**src/rtl/scc_dump_pkg.sv**
```systemverilog
// Shared types for the SCC halt-triggered memory dump engine.
package scc_dump_pkg;

   localparam int REC_ADDR_W = 32;
   localparam int REC_DATA_W = 32;

   typedef enum logic [2:0] {
      S_IDLE,
      S_HDR,
      S_RD,
      S_CAP,
      S_EMIT,
      S_DONE,
      S_TRAILER
   } state_t;

   typedef struct packed {
      logic                  hdr;
      logic [REC_ADDR_W-1:0] addr;
      logic [REC_DATA_W-1:0] value;
   } rec_t;

endpackage

```
**src/rtl/scc_mem_dump.sv**
```systemverilog
// Halt-triggered data-memory dump engine. After halt_f it walks DUMP_WORDS
// words from DUMP_BASE and streams one header plus one (addr, value) record
// per word on a valid/ready interface.
// Build option SCC_DUMP_SKIP_ZERO_EN: zero-valued words are not emitted and
// the header (carrying the non-zero count) is sent last as a trailer.
//
// state   | meaning
// IDLE    | waiting for halt (latched or live)
// HDR     | header record offered (header-first build)
// RD      | read strobe to data memory
// CAP     | read data returns, captured into hold register
// EMIT    | word record offered
// TRAILER | header record offered after last word (skip-zero build)
// DONE    | dump complete, held until rst
module scc_mem_dump
   import scc_dump_pkg::*;
#(
   parameter int                ADDR_W     = 32,
   parameter int                DATA_W     = 32,
   parameter logic [ADDR_W-1:0] DUMP_BASE  = '0,
   parameter int                DUMP_WORDS = 2048,
   parameter int                ADDR_STEP  = 1
) (
   input  logic              clk,
   input  logic              rst,
   input  logic              clk_en,
   input  logic              halt_f,
   output logic              mem_rd_en,
   output logic [ADDR_W-1:0] mem_rd_addr,
   input  logic [DATA_W-1:0] mem_rd_data,
   output logic              rec_valid,
   input  logic              rec_ready,
   output logic              rec_hdr,
   output logic [ADDR_W-1:0] rec_addr,
   output logic [DATA_W-1:0] rec_value,
   output logic              busy,
   output logic              dump_done
);

   localparam int               CNT_W = (DUMP_WORDS > 1) ? $clog2(DUMP_WORDS) : 1;
   localparam logic [CNT_W-1:0] LAST  = CNT_W'(DUMP_WORDS - 1);

   state_t            state, state_nx;
   logic              halt_lat;
   logic [CNT_W-1:0]  cnt;
   logic [ADDR_W-1:0] addr;
   logic [DATA_W-1:0] hold;
   logic              adv;
   logic              last;
   rec_t              rec;
`ifdef SCC_DUMP_SKIP_ZERO_EN
   logic [DATA_W-1:0] nz_cnt;
`endif

   assign last = (cnt == LAST);

   // State register, halt latch and word datapath; everything frozen when clk_en=0
   always_ff @(posedge clk) begin
      if (rst) begin
         state    <= S_IDLE;
         halt_lat <= 1'b0;
         cnt      <= '0;
         addr     <= DUMP_BASE;
         hold     <= '0;
`ifdef SCC_DUMP_SKIP_ZERO_EN
         nz_cnt   <= '0;
`endif
      end else if (clk_en) begin
         state <= state_nx;
         if (halt_f)
            halt_lat <= 1'b1;
         if (state == S_CAP)
            hold <= mem_rd_data;
         if (adv) begin
            cnt  <= cnt + CNT_W'(1);
            addr <= addr + ADDR_W'(ADDR_STEP);
         end
`ifdef SCC_DUMP_SKIP_ZERO_EN
         if (state == S_CAP && mem_rd_data != '0)
            nz_cnt <= nz_cnt + DATA_W'(1);
`endif
      end
   end

   // Next-state and output decode; payload is a pure function of state and
   // registers, so it stays stable while a record waits for rec_ready
   always_comb begin
      state_nx    = state;
      rec         = '0;
      rec_valid   = 1'b0;
      mem_rd_en   = 1'b0;
      mem_rd_addr = '0;
      busy        = 1'b0;
      dump_done   = 1'b0;
      adv         = 1'b0;
      case (state)
         S_IDLE: begin
`ifdef SCC_DUMP_SKIP_ZERO_EN
            if (halt_lat || halt_f) state_nx = S_RD;
`else
            if (halt_lat || halt_f) state_nx = S_HDR;
`endif
         end
         S_HDR: begin
            busy      = 1'b1;
            rec_valid = 1'b1;
            rec.hdr   = 1'b1;
            rec.addr  = REC_ADDR_W'(DUMP_WORDS);
            if (rec_ready) state_nx = S_RD;
         end
         S_RD: begin
            busy        = 1'b1;
            mem_rd_en   = 1'b1;
            mem_rd_addr = addr;
            state_nx    = S_CAP;
         end
         S_CAP: begin
            busy     = 1'b1;
            state_nx = S_EMIT;
`ifdef SCC_DUMP_SKIP_ZERO_EN
            if (mem_rd_data == '0) begin
               adv      = !last;
               state_nx = last ? S_TRAILER : S_RD;
            end
`endif
         end
         S_EMIT: begin
            busy      = 1'b1;
            rec_valid = 1'b1;
            rec.addr  = REC_ADDR_W'(addr);
            rec.value = REC_DATA_W'(hold);
            if (rec_ready) begin
               if (last) begin
`ifdef SCC_DUMP_SKIP_ZERO_EN
                  state_nx = S_TRAILER;
`else
                  state_nx = S_DONE;
`endif
               end else begin
                  adv      = 1'b1;
                  state_nx = S_RD;
               end
            end
         end
`ifdef SCC_DUMP_SKIP_ZERO_EN
         S_TRAILER: begin
            busy      = 1'b1;
            rec_valid = 1'b1;
            rec.hdr   = 1'b1;
            rec.addr  = REC_ADDR_W'(DUMP_WORDS);
            rec.value = REC_DATA_W'(nz_cnt);
            if (rec_ready) state_nx = S_DONE;
         end
`endif
         S_DONE: begin
            dump_done = 1'b1;
         end
         default: state_nx = S_IDLE;
      endcase
   end

   assign rec_hdr   = rec.hdr;
   assign rec_addr  = ADDR_W'(rec.addr);
   assign rec_value = DATA_W'(rec.value);

endmodule

```
**config.mk**
```make
export PLATFORM = sky130hd
export DESIGN_NAME = scc_mem_dump
export DESIGN_NICKNAME = d
export VERILOG_FILES = /design/src/rtl/scc_dump_pkg.sv /design/src/rtl/scc_mem_dump.sv
export SDC_FILE = /design/constraint.sdc
export NUM_CORES = 1
export LEC_CHECK = 0
export BUFFER_PORTS_ARGS = -buffer_cell sky130_fd_sc_hd__buf_2
export CAP_MARGIN = 20
export CORE_UTILIZATION = 54
export CTS_CLUSTER_SIZE = 25
export DETAILED_ROUTE_END_ITERATION = 10
export PLACE_DENSITY = 0.95
export SYNTH_ARGS = -nofsm -noshare
export SYNTH_HDL_FRONTEND = slang
export SYNTH_SLANG_ARGS = --single-unit
```
**constraint.sdc**
```tcl
create_clock -name clk -period 5.9 [get_ports clk]
set_clock_uncertainty 0.2 [all_clocks]
set_input_delay 1.475 -clock clk [delete_from_list [all_inputs] [get_ports clk]]
set_output_delay 1.475 -clock clk [all_outputs]
set_load 0.03 [all_outputs]
```
==> impl_metrics.json, run 1 <==
{
  "status": "complete, no violations",
  "powerDensity_mw_per_mm2": 203,
  "cts_max_level": 3,
  "synth.top_cells.by_count": "86 x nand2_1, 79 x dfxtp_1, 61 x and2_1",
  "dpl.cell_count": 729,
  "vias_per_cell": 5.56,
  "grt_overflow": 0,
  "clk_latency_ns": 0.34,
  "crit_path_start": "state[2]$_SDFFE_PP0P_",
  "synth.area.top_cells": "dfxtp_1 39%, and2_1 9.5%, nand2_1 8.0%",
  "fp.dieW_microns": 88.2,
  "synthCells": 527,
  "arrival_ns": 2.64,
  "grt_first_pass_wirelength_mm": 15.9,
  "maxCapViolations": 0,
  "crit_chain": "nor3b_2 -> buf_4 -> and2_1 -> buf_2",
  "slew_headroom_pct": 27.1,
  "ys.flop_type": "dfxtp_1",
  "wl_per_cell_microns": 13.8,
  "post_cts_buffers": 0,
  "syn_nets": 566,
  "setup_viol": 0,
  "critPathKind": "reg -> out",
  "avgSynthCellArea_sq_um": 7.61,
  "final_cells": 745,
  "cellInternalPower_mw": 0.767,
  "hpwlAfterDp_mm": 7.04,
  "critPathTopFamily": "simple AND/OR/NAND/NOR gates",
  "synth_edf_count": 0,
  "antenna-diode-count": 0,
  "finalSetupTns_ns": 0,
  "drv_slew": 0,
  "post-route-period-util_pct": 73.1,
  "ios": 138,
  "gp_congestion": 0.863,
  "cts_root_buffer": "clkbuf_8",
  "dp_slack_ns": 1.98,
  "yosys.area_share.simple_pct": 38.7,
  "cts-buffers-inserted": 9,
  "timing.final.crit_period_ns": 4.31,
  "pwr-share-seq_pct": 54.1,
  "clock_power_share_pct": 40.3,
  "cp_max_fo": 43,
  "cts_hold_buf": 0,
  "drc": 0,
  "drive_gt1_share_pct": 25.5,
  "setup.worst_path.start_class": "flop",
  "initial_core_util_pct": 55.6,
  "clk_pin_slew_worst_paths_ns": 0.08,
  "worstHoldStart": "hold[6]$_SDFFE_PP0P_",
  "hold_viol": 0,
  "die_area_sq_mm": 0.00777,
  "synth.most_common_cell": "nand2_1",
  "synth.largest_area_cell": "dfxtp_1",
  "required_ns": 4.22,
  "netSwitchingPower_mw": 0.230,
  "synth_top_family_by_area": "simple AND/OR/NAND/NOR gates",
  "num_rows": 31,
  "cts_num_sinks": 79,
  "synth-xor-area-share_pct": 5.90,
  "async_flop_share_pct": 0,
  "synthMuxAreaShare_pct": 0,
  "p_leak_nw": 2.21,
  "fmax_mhz": 232,
  "ys_types": 38,
  "design.core.area_sq_mm": 0.00721,
  "crit_slowest_cell": "nor3b_2",
  "detail_route.wirelength_mm": 10.3,
  "vias": 4142,
  "setup_ws_ns": 1.59,
  "critPathCaptureType": "output port",
  "cts_tree": "built",
  "tightest_slew_ns": 1.09,
  "clock_path_buffers": 2,
  "drtAntennaViolNets": 0,
  "area_growth_pct": 22.6,
  "power_frac_comb_pct": 5.6,
  "antenna_found_initial": 0,
  "ys_seq_area_share_pct": 39.4,
  "synth-compound-area-share_pct": 10.6,
  "synth_fa_ha_area_share_pct": 0.874,
  "io_buffers": 137,
  "grt_max_degree": 44,
  "rsz0062_at_grt": "false",
  "die_h_microns": 88.2,
  "reg2reg_from": "state[2]$_SDFFE_PP0P_",
  "yosysWarnings": 0,
  "grt_pass1_vias": 3555,
  "yosysTopAreaCellShare_pct": 39.4,
  "vdd.ir_drop.worst_mv": 0.139,
  "first_pass_iters": 5,
  "nets": 681,
  "drt_iter0_markers": 316,
  "cpPeakStageDelay_ns": 0.86,
  "grt_use_total_pct": 26.3,
  "synth_area_sq_mm": 0.00401,
  "hp-class": "reg -> reg",
  "netSwitchingFraction_pct": 23.0,
  "crit_buf_inv": 2,
  "r2r_setup_slack_ns": 2.91,
  "synth_seq_cells": 79,
  "cts_resized": 0
}
-- metal layers --
metal  wire length [microns]  global-route usage (%)  up-vias
met3                     803                    5.37       28
met2                    4900                    43.8      198
met1                    4320                    31.9     1899
met4                     260                    13.8        0
li1                        -                       -     2017
met5                       0                       0        -
-- cell families (layout without fill, tap and decap cells) --
| group | count (synthesis) | count (layout) |
|---|---|---|
| compound gates | 79 | 79 |
| simple gates | 296 | 296 |
| fa+ha+maj | 3 | 3 |
| flops | 79 | 79 |
| buf+inv | 43 | 162 |
| xor+xnor | 27 | 27 |
-- sequential cells by signal, summed over array words and instances, names as in the netlist --
| register | flops |
|---|---|
| state | 3 |
| halt_lat | 1 |
| addr | 32 |
| cnt | 11 |
| hold | 32 |
-- tightest hold or removal path: cells and delay by family, from the launching register on --
kind	cells	cell delay [ns]
flip-flops	1	0.31
AND/OR/NAND/NOR	1	0.05
AO/OA/AOI/OAI	1	0.05
-- final timing paths --
check,to,cells past startpoint
setup reg to reg,cnt[9]$_SDFFE_PP0P_,5
hold reg to reg,hold[6]$_SDFFE_PP0P_,2
setup / recovery,rec_addr[4],4
hold / removal,hold[6]$_SDFFE_PP0P_,2
-- placed cells by master (no fill, tap or decap), types with 2 or more instances in the layout --
cell / instances
inv_1: 4
buf_2: 137
nor3_1: 10
nor4_1: 7
buf_8: 2
dfxtp_1: 79
a21oi_1: 51
or4_1: 8
nor2_1: 35
and4_1: 3
ha_1: 2
or3_2: 4
and3_1: 43
xor2_1: 8
a22oi_1: 2
o21ai_0: 16
and2_1: 61
clkinv_2: 3
nand4_1: 7
nand3_1: 18
o31ai_1: 6
xnor2_1: 19
buf_4: 3
clkbuf_8: 11
or3_1: 7
nand2_1: 86
-- power by group through the flow --
stage | Combinational [mW] | Sequential (mW) | Clock [mW]
after floorplan | 0.0371 | 0.548 | 0
after global placement | 0.0529 | 0.551 | 0
after detailed placement | 0.0550 | 0.551 | 0
after CTS | 0.0550 | 0.539 | 0.407
after global routing | 0.0619 | 0.539 | 0.430
final | 0.0558 | 0.539 | 0.402
-- layout make-up --
| class | instances | area (sq um) |
|---|---|---|
| Multi-Input combinational cell | 405 | 2260 |
| Inverter | 5 | 18.8 |
| Fill cell | 583 | 2300 |
| Tap cell | 99 | 124 |
| Timing Repair Buffer | 142 | 738 |
| Clock inverter | 4 | 45.0 |
| Clock buffer | 11 | 151 |
| Sequential cell | 79 | 1580 |
-- per-stage QoR --
| stage | util (%) | instance area [sq um] | hold WS, ns | power [mW] |
|---|---|---|---|---|
| detailed placement | 65.2 | 4700 | 0.244 | 0.606 |
| finish | 68.1 | 4920 | 0.254 | 0.997 |
| global route | 68.1 | 4920 | 0.278 | 1.03 |
| global placement | 65.0 | 4690 | 0.239 | 0.604 |
| CTS | 67.9 | 4900 | 0.255 | 1.00 |
| floorplan | - | 4010 | 0.232 | 0.586 |
(Power assumes the default switching activity.)
==> inputs of run 2 (changes only) <==
ABC_AREA = 1   (was unset)
CORE_UTILIZATION = 46   (was 54)
PLACE_DENSITY = 0.87   (was 0.95)
clock period = 3.8 ns   (was 5.9 ns; I/O delays follow)
==> impl_metrics.json, run 2 <==
{
  "hold-worst-slack_ns": 0.249,
  "grtUsageMet3_pct": 3.02,
  "dpl_cell_area_sq_mm": 0.00492,
  "grt_use_total_pct": 22.1,
  "crit_buf_inv": 4,
  "p_leak_nw": 2.19,
  "grtUsageMet2_pct": 39.5,
  "avgSynthCellArea_sq_um": 6.24,
  "vias_per_cell": 4.98,
  "synth_area_sq_mm": 0.00420,
  "cts-buffers-inserted": 9,
  "synth_edf_count": 0,
  "grt_overflow": 0,
  "ios": 138,
  "syn_nets": 711,
  "synth.largest_area_cell": "dfxtp_1",
  "critPathKind": "reg -> out",
  "grt.busiest_layer": "met2",
  "cts_tree": "built",
  "die_area_sq_mm": 0.00951,
  "area_growth_pct": 22.8,
  "synth_seq_cells": 79,
  "antenna_found_initial": 0,
  "drive_gt1_share_pct": 21.6,
  "cts_num_sinks": 79,
  "pwr-share-seq_pct": 51.2,
  "wl_per_cell_microns": 11.6,
  "largestRegisters": "addr: 32 flops, hold: 32 flops, cnt: 11 flops",
  "setup.worst_path.start_class": "flop",
  "cts_resized": 0,
  "slew_headroom_pct": 49.8,
  "clock_power_share_pct": 43.3,
  "drt_iter0_markers": 199,
  "post_cts_buffers": 0,
  "clk_pin_slew_worst_paths_ns": 0.08,
  "yosysTopAreaCellShare_pct": 37.7,
  "clk_latency_ns": 0.33,
  "cts_hold_buf": 0,
  "grt_pass1_vias": 4033,
  "io_buffers": 137,
  "grt_first_pass_wirelength_mm": 17.8,
  "fp.dieW_microns": 97.5,
  "vias": 4523,
  "clock_path_buffers": 2,
  "grt_max_degree": 65,
  "drc": 0,
  "netSwitchingPower_mw": 0.376,
  "power_frac_comb_pct": 5.5,
  "ys_seq_area_share_pct": 37.7,
  "cts_root_buffer": "clkbuf_8",
  "final_cell_mix": "149 x nor2_1, 137 x buf_2, 107 x inv_1",
  "required_ns": 2.65,
  "post-route-period-util_pct": 85.4,
  "hold_viol": 0,
  "critPathTopFamily": "buffers and inverters",
  "layout_commonest_cell": "nor2_1",
  "setup_viol": 0,
  "synth.area.top_cells": "dfxtp_1 38%, nor2_1 13%, inv_1 9.6%",
  "grtUsageMet1_pct": 27.7,
  "drv_slew": 0,
  "crit_slowest_cell": "dfxtp_1",
  "vdd.ir_drop.worst_mv": 0.213,
  "crit_top_cell": "inv_1",
  "status": "complete, no violations",
  "cellInternalPower_mw": 1.26,
  "detail_route.wirelength_mm": 10.5,
  "tightest_slew_ns": 0.753,
  "timing.final.crit_period_ns": 3.25,
  "arrival_ns": 2.10,
  "initial_core_util_pct": 47.9,
  "die_h_microns": 97.5,
  "hpwlAfterDp_mm": 7.70,
  "num_rows": 34,
  "async_flop_share_pct": 0,
  "yosysWarnings": 0,
  "fmax_mhz": 308,
  "synth.top_cells.by_count": "149 x nor2_1, 107 x inv_1, 96 x nand2_1",
  "maxCapViolations": 0,
  "hp-class": "reg -> reg",
  "design.core.area_sq_mm": 0.00876,
  "antenna-diode-count": 0,
  "nets": 835,
  "finalSetupTns_ns": 0,
  "powerDensity_mw_per_mm2": 317,
  "netSwitchingFraction_pct": 23.1,
  "cpPeakStageDelay_ns": 0.41,
  "cp_max_fo": 21,
  "synth.most_common_cell": "nor2_1",
  "crit_chain": "inv_1 -> nor3_1 -> inv_1 -> buf_4 -> nor2_1 -> buf_2",
  "gp_congestion": 0.844,
  "cts_max_level": 3,
  "dp_slack_ns": 0.916,
  "drtAntennaViolNets": 0,
  "first_pass_iters": 5,
  "finish.instance_area_sq_mm": 0.00515,
  "rsz0062_at_grt": "false",
  "critPathCaptureType": "output port",
  "synthCells": 672,
  "setup_ws_ns": 0.553,
  "ys.flop_type": "dfxtp_1",
  "ys_types": 26
}
[run 2: power by group through the flow]
stage	sequential, mW	clock [mW]	combinational (mW)
after floorplan	0.853	0	0.0587
after global placement	0.855	0	0.0881
after detailed placement	0.855	0	0.0899
after CTS	0.836	0.716	0.0903
after global routing	0.837	0.750	0.100
final	0.836	0.706	0.0899
[run 2: logic make-up (layout without fill, tap and decap cells)]
group,count (synthesis),after routing,synth area share (%)
adders and majority gates,2,2,0.596
buffers and inverters,140,269,13.2
AOI/OAI and AO/OA,112,112,13.5
xor gates and xnor gates,6,6,1.25
DFF,79,79,37.7
and+or+nand+nor,333,333,33.8
[run 2: path summary, 6_finish.rpt]
kind	from	to	slack, ns	cells past startpoint
hold reg to reg	cnt[3]$_SDFFE_PP0P_	cnt[3]$_SDFFE_PP0P_	0.25	2
setup / recovery	state[1]$_SDFFE_PP0P_	mem_rd_addr[18]	0.55	6
setup reg to reg	state[0]$_SDFFE_PP0P_	addr[15]$_SDFFE_PP0P_	1.04	9
hold / removal	cnt[3]$_SDFFE_PP0P_	cnt[3]$_SDFFE_PP0P_	0.25	2
[run 2: final cells by class]
| type | instances | area (sq um) |
|---|---|---|
| Clock inverter | 6 | 93.8 |
| Tap cell | 108 | 135 |
| Clock buffer | 10 | 138 |
| Sequential cell | 79 | 1580 |
| Inverter | 109 | 409 |
| Multi-Input combinational cell | 453 | 2060 |
| Timing Repair Buffer | 144 | 738 |
| Fill cell | 869 | 3610 |
[run 2: worst reg2reg max path: stages (launching register included)]
cell	delay [ns]
dfxtp_1	0.47
nor2_2	0.07
nand2_2	0.51
buf_4	0.44
inv_2	0.12
nand3_4	0.23
buf_4	0.29
nor2_4	0.10
o21ai_0	0.16
nor2_1	0.05
[run 2: layer usage]
layer	routed length, microns	part of all wire [%]
met5	0	0
met4	108	1.0
met1	4760	45
met3	488	4.6
met2	5190	49
[run 2: through the flow]
stage / utilization [%] / cells / power, mW
final: 58.8 / 909 / 1.63
after global routing: 58.8 / 909 / 1.69
after CTS: 58.8 / 909 / 1.64
after detailed placement: 56.2 / 893 / 0.945
after global placement: 56.2 / 893 / 0.943
after floorplan: - / 672 / 0.912
==> inputs of run 3 (changes only) <==
PLACE_DENSITY = 0.77   (was 0.87)
==> impl_metrics.json, run 3 (synthesized netlist as in run 2, its figures left out) <==
{
  "status": "complete, no violations",
  "arrival_ns": 2.20,
  "critPathCaptureType": "output port",
  "cts-buffers-inserted": 9,
  "grt_pass1_vias": 4132,
  "wl_per_cell_microns": 11.8,
  "setup_ws_ns": 0.451,
  "gp_congestion": 0.848,
  "initial_core_util_pct": 47.9,
  "powerDensity_mw_per_mm2": 310,
  "dp_slack_ns": 0.868,
  "crit_buf_inv": 2,
  "critPathTopFamily": "simple AND/OR/NAND/NOR gates",
  "clock_path_buffers": 2,
  "p_leak_nw": 2.17,
  "hold_viol": 0,
  "design.core.area_sq_mm": 0.00876,
  "drv_slew": 0,
  "crit_chain": "nor2_2 -> nand2_2 -> buf_4 -> nor2_1 -> buf_2",
  "die_area_sq_mm": 0.00951,
  "fmax_mhz": 299,
  "drtAntennaViolNets": 0,
  "required_ns": 2.65,
  "cp.depth": 5,
  "die_h_microns": 97.5,
  "grt_overflow": 0,
  "cts_resized": 0,
  "clk_latency_ns": 0.36,
  "drc": 0,
  "ios": 138,
  "clk_pin_slew_worst_paths_ns": 0.09,
  "cts_num_sinks": 79,
  "power_mw": 1.59,
  "hp-class": "reg -> reg",
  "critPathKind": "reg -> out",
  "io_buffers": 137,
  "crit_slowest_cell": "nand2_2",
  "cts_root_buffer": "clkbuf_8",
  "timing.final.crit_period_ns": 3.35,
  "post_cts_buffers": 0,
  "first_pass_iters": 4,
  "rsz0062_at_grt": "false",
  "cts_tree": "built",
  "hold_depth": 2,
  "area_growth_pct": 22.2,
  "antenna_found_initial": 0,
  "drt_iter0_markers": 237,
  "num_rows": 34,
  "finalSetupTns_ns": 0,
  "antenna-diode-count": 0,
  "cts_max_level": 3,
  "nets": 832,
  "slew_headroom_pct": 46.7,
  "layout_commonest_cell": "nor2_1",
  "largestRegisters": "addr: 32 flops, hold: 32 flops, cnt: 11 flops",
  "detail_route.wirelength_mm": 10.7,
  "grt_max_degree": 65,
  "setup.worst_path.start_class": "flop",
  "final_cell_mix": "149 x nor2_1, 137 x buf_2, 107 x inv_1",
  "post-route-period-util_pct": 88.1,
  "vias_per_cell": 5.01,
  "grt_use_total_pct": 22.6,
  "cp_max_fo": 44,
  "cts_hold_buf": 0,
  "drive_gt1_share_pct": 21.3,
  "vdd.ir_drop.worst_mv": 0.189,
  "maxCapViolations": 0,
  "reg2reg_depth": 8,
  "tightest_slew_ns": 0.797,
  "grt_first_pass_wirelength_mm": 18.0,
  "cpPeakStageDelay_ns": 0.59,
  "hpwlAfterDp_mm": 7.57,
  "vias": 4543,
  "fin_util_pct": 58.5,
  "fill_cells": 867,
  "setup_viol": 0,
  "fp.dieW_microns": 97.5
}
[run 3: cell count changes in the layout (fill, tap and decap cells not counted)]
cell	previous run	this run
clkbuf_8	10	9
buf_4	7	3
buf_16	0	1
bufinv_16	2	1
inv_8	0	1
clkinv_4	3	1
inv_6	0	3
[run 3: area by class of cell]
type / instances / area (sq um) / share of cell area (%)
Inverter: 109 / 409 / 7.98
Multi-Input combinational cell: 453 / 2060 / 40.2
Sequential cell: 79 / 1580 / 30.8
Clock inverter: 7 / 83.8 / 1.63
Clock buffer: 9 / 124 / 2.42
Tap cell: 108 / 135 / 2.63
Timing Repair Buffer: 141 / 736 / 14.3
[run 3: worst paths after layout]
kind / from / endpoint / slack [ns]
worst max-delay path: state[0]$_SDFFE_PP0P_ / rec_addr[18] / 0.45
worst max register to register: state[0]$_SDFFE_PP0P_ / addr[20]$_SDFFE_PP0P_ / 1.01
worst min-delay path: cnt[3]$_SDFFE_PP0P_ / cnt[3]$_SDFFE_PP0P_ / 0.25
worst min register to register: cnt[3]$_SDFFE_PP0P_ / cnt[3]$_SDFFE_PP0P_ / 0.25
[run 3: worst register-to-register path, cell delays in order, from the launching register on]
cell and delay, ns:
dfxtp_1 0.38, nor2_2 0.16, nand2_2 0.46, inv_2 0.26
nand3_4 0.36, inv_2 0.56, nand3_1 0.14, nand2_1 0.11
nor2_1 0.04
[run 3: metrics by stage]
step | hold slack [ns] | std cells | area [sq um]
after CTS | 0.251 | 905 | 5100
after detailed placement | 0.237 | 889 | 4890
after floorplan | 0.221 | 672 | 4200
after global routing | 0.265 | 906 | 5130
after global placement | 0.229 | 889 | 4890
final | 0.250 | 906 | 5130
[run 3: power by group]
group / internal (mW) / switching, mW / total (mW)
Combinational: 0.0335 / 0.0587 / 0.0922
Clock: 0.316 / 0.348 / 0.664
Sequential: 0.832 / 0.00372 / 0.836
Total: 1.18 / 0.410 / 1.59
[run 3: per-layer routing]
layer  share of wire [%]  GRT usage, %
met3                 3.9          3.02
met4                 1.7          9.28
met1                  46          27.5
met2                  48          39.8
met5                   0             0
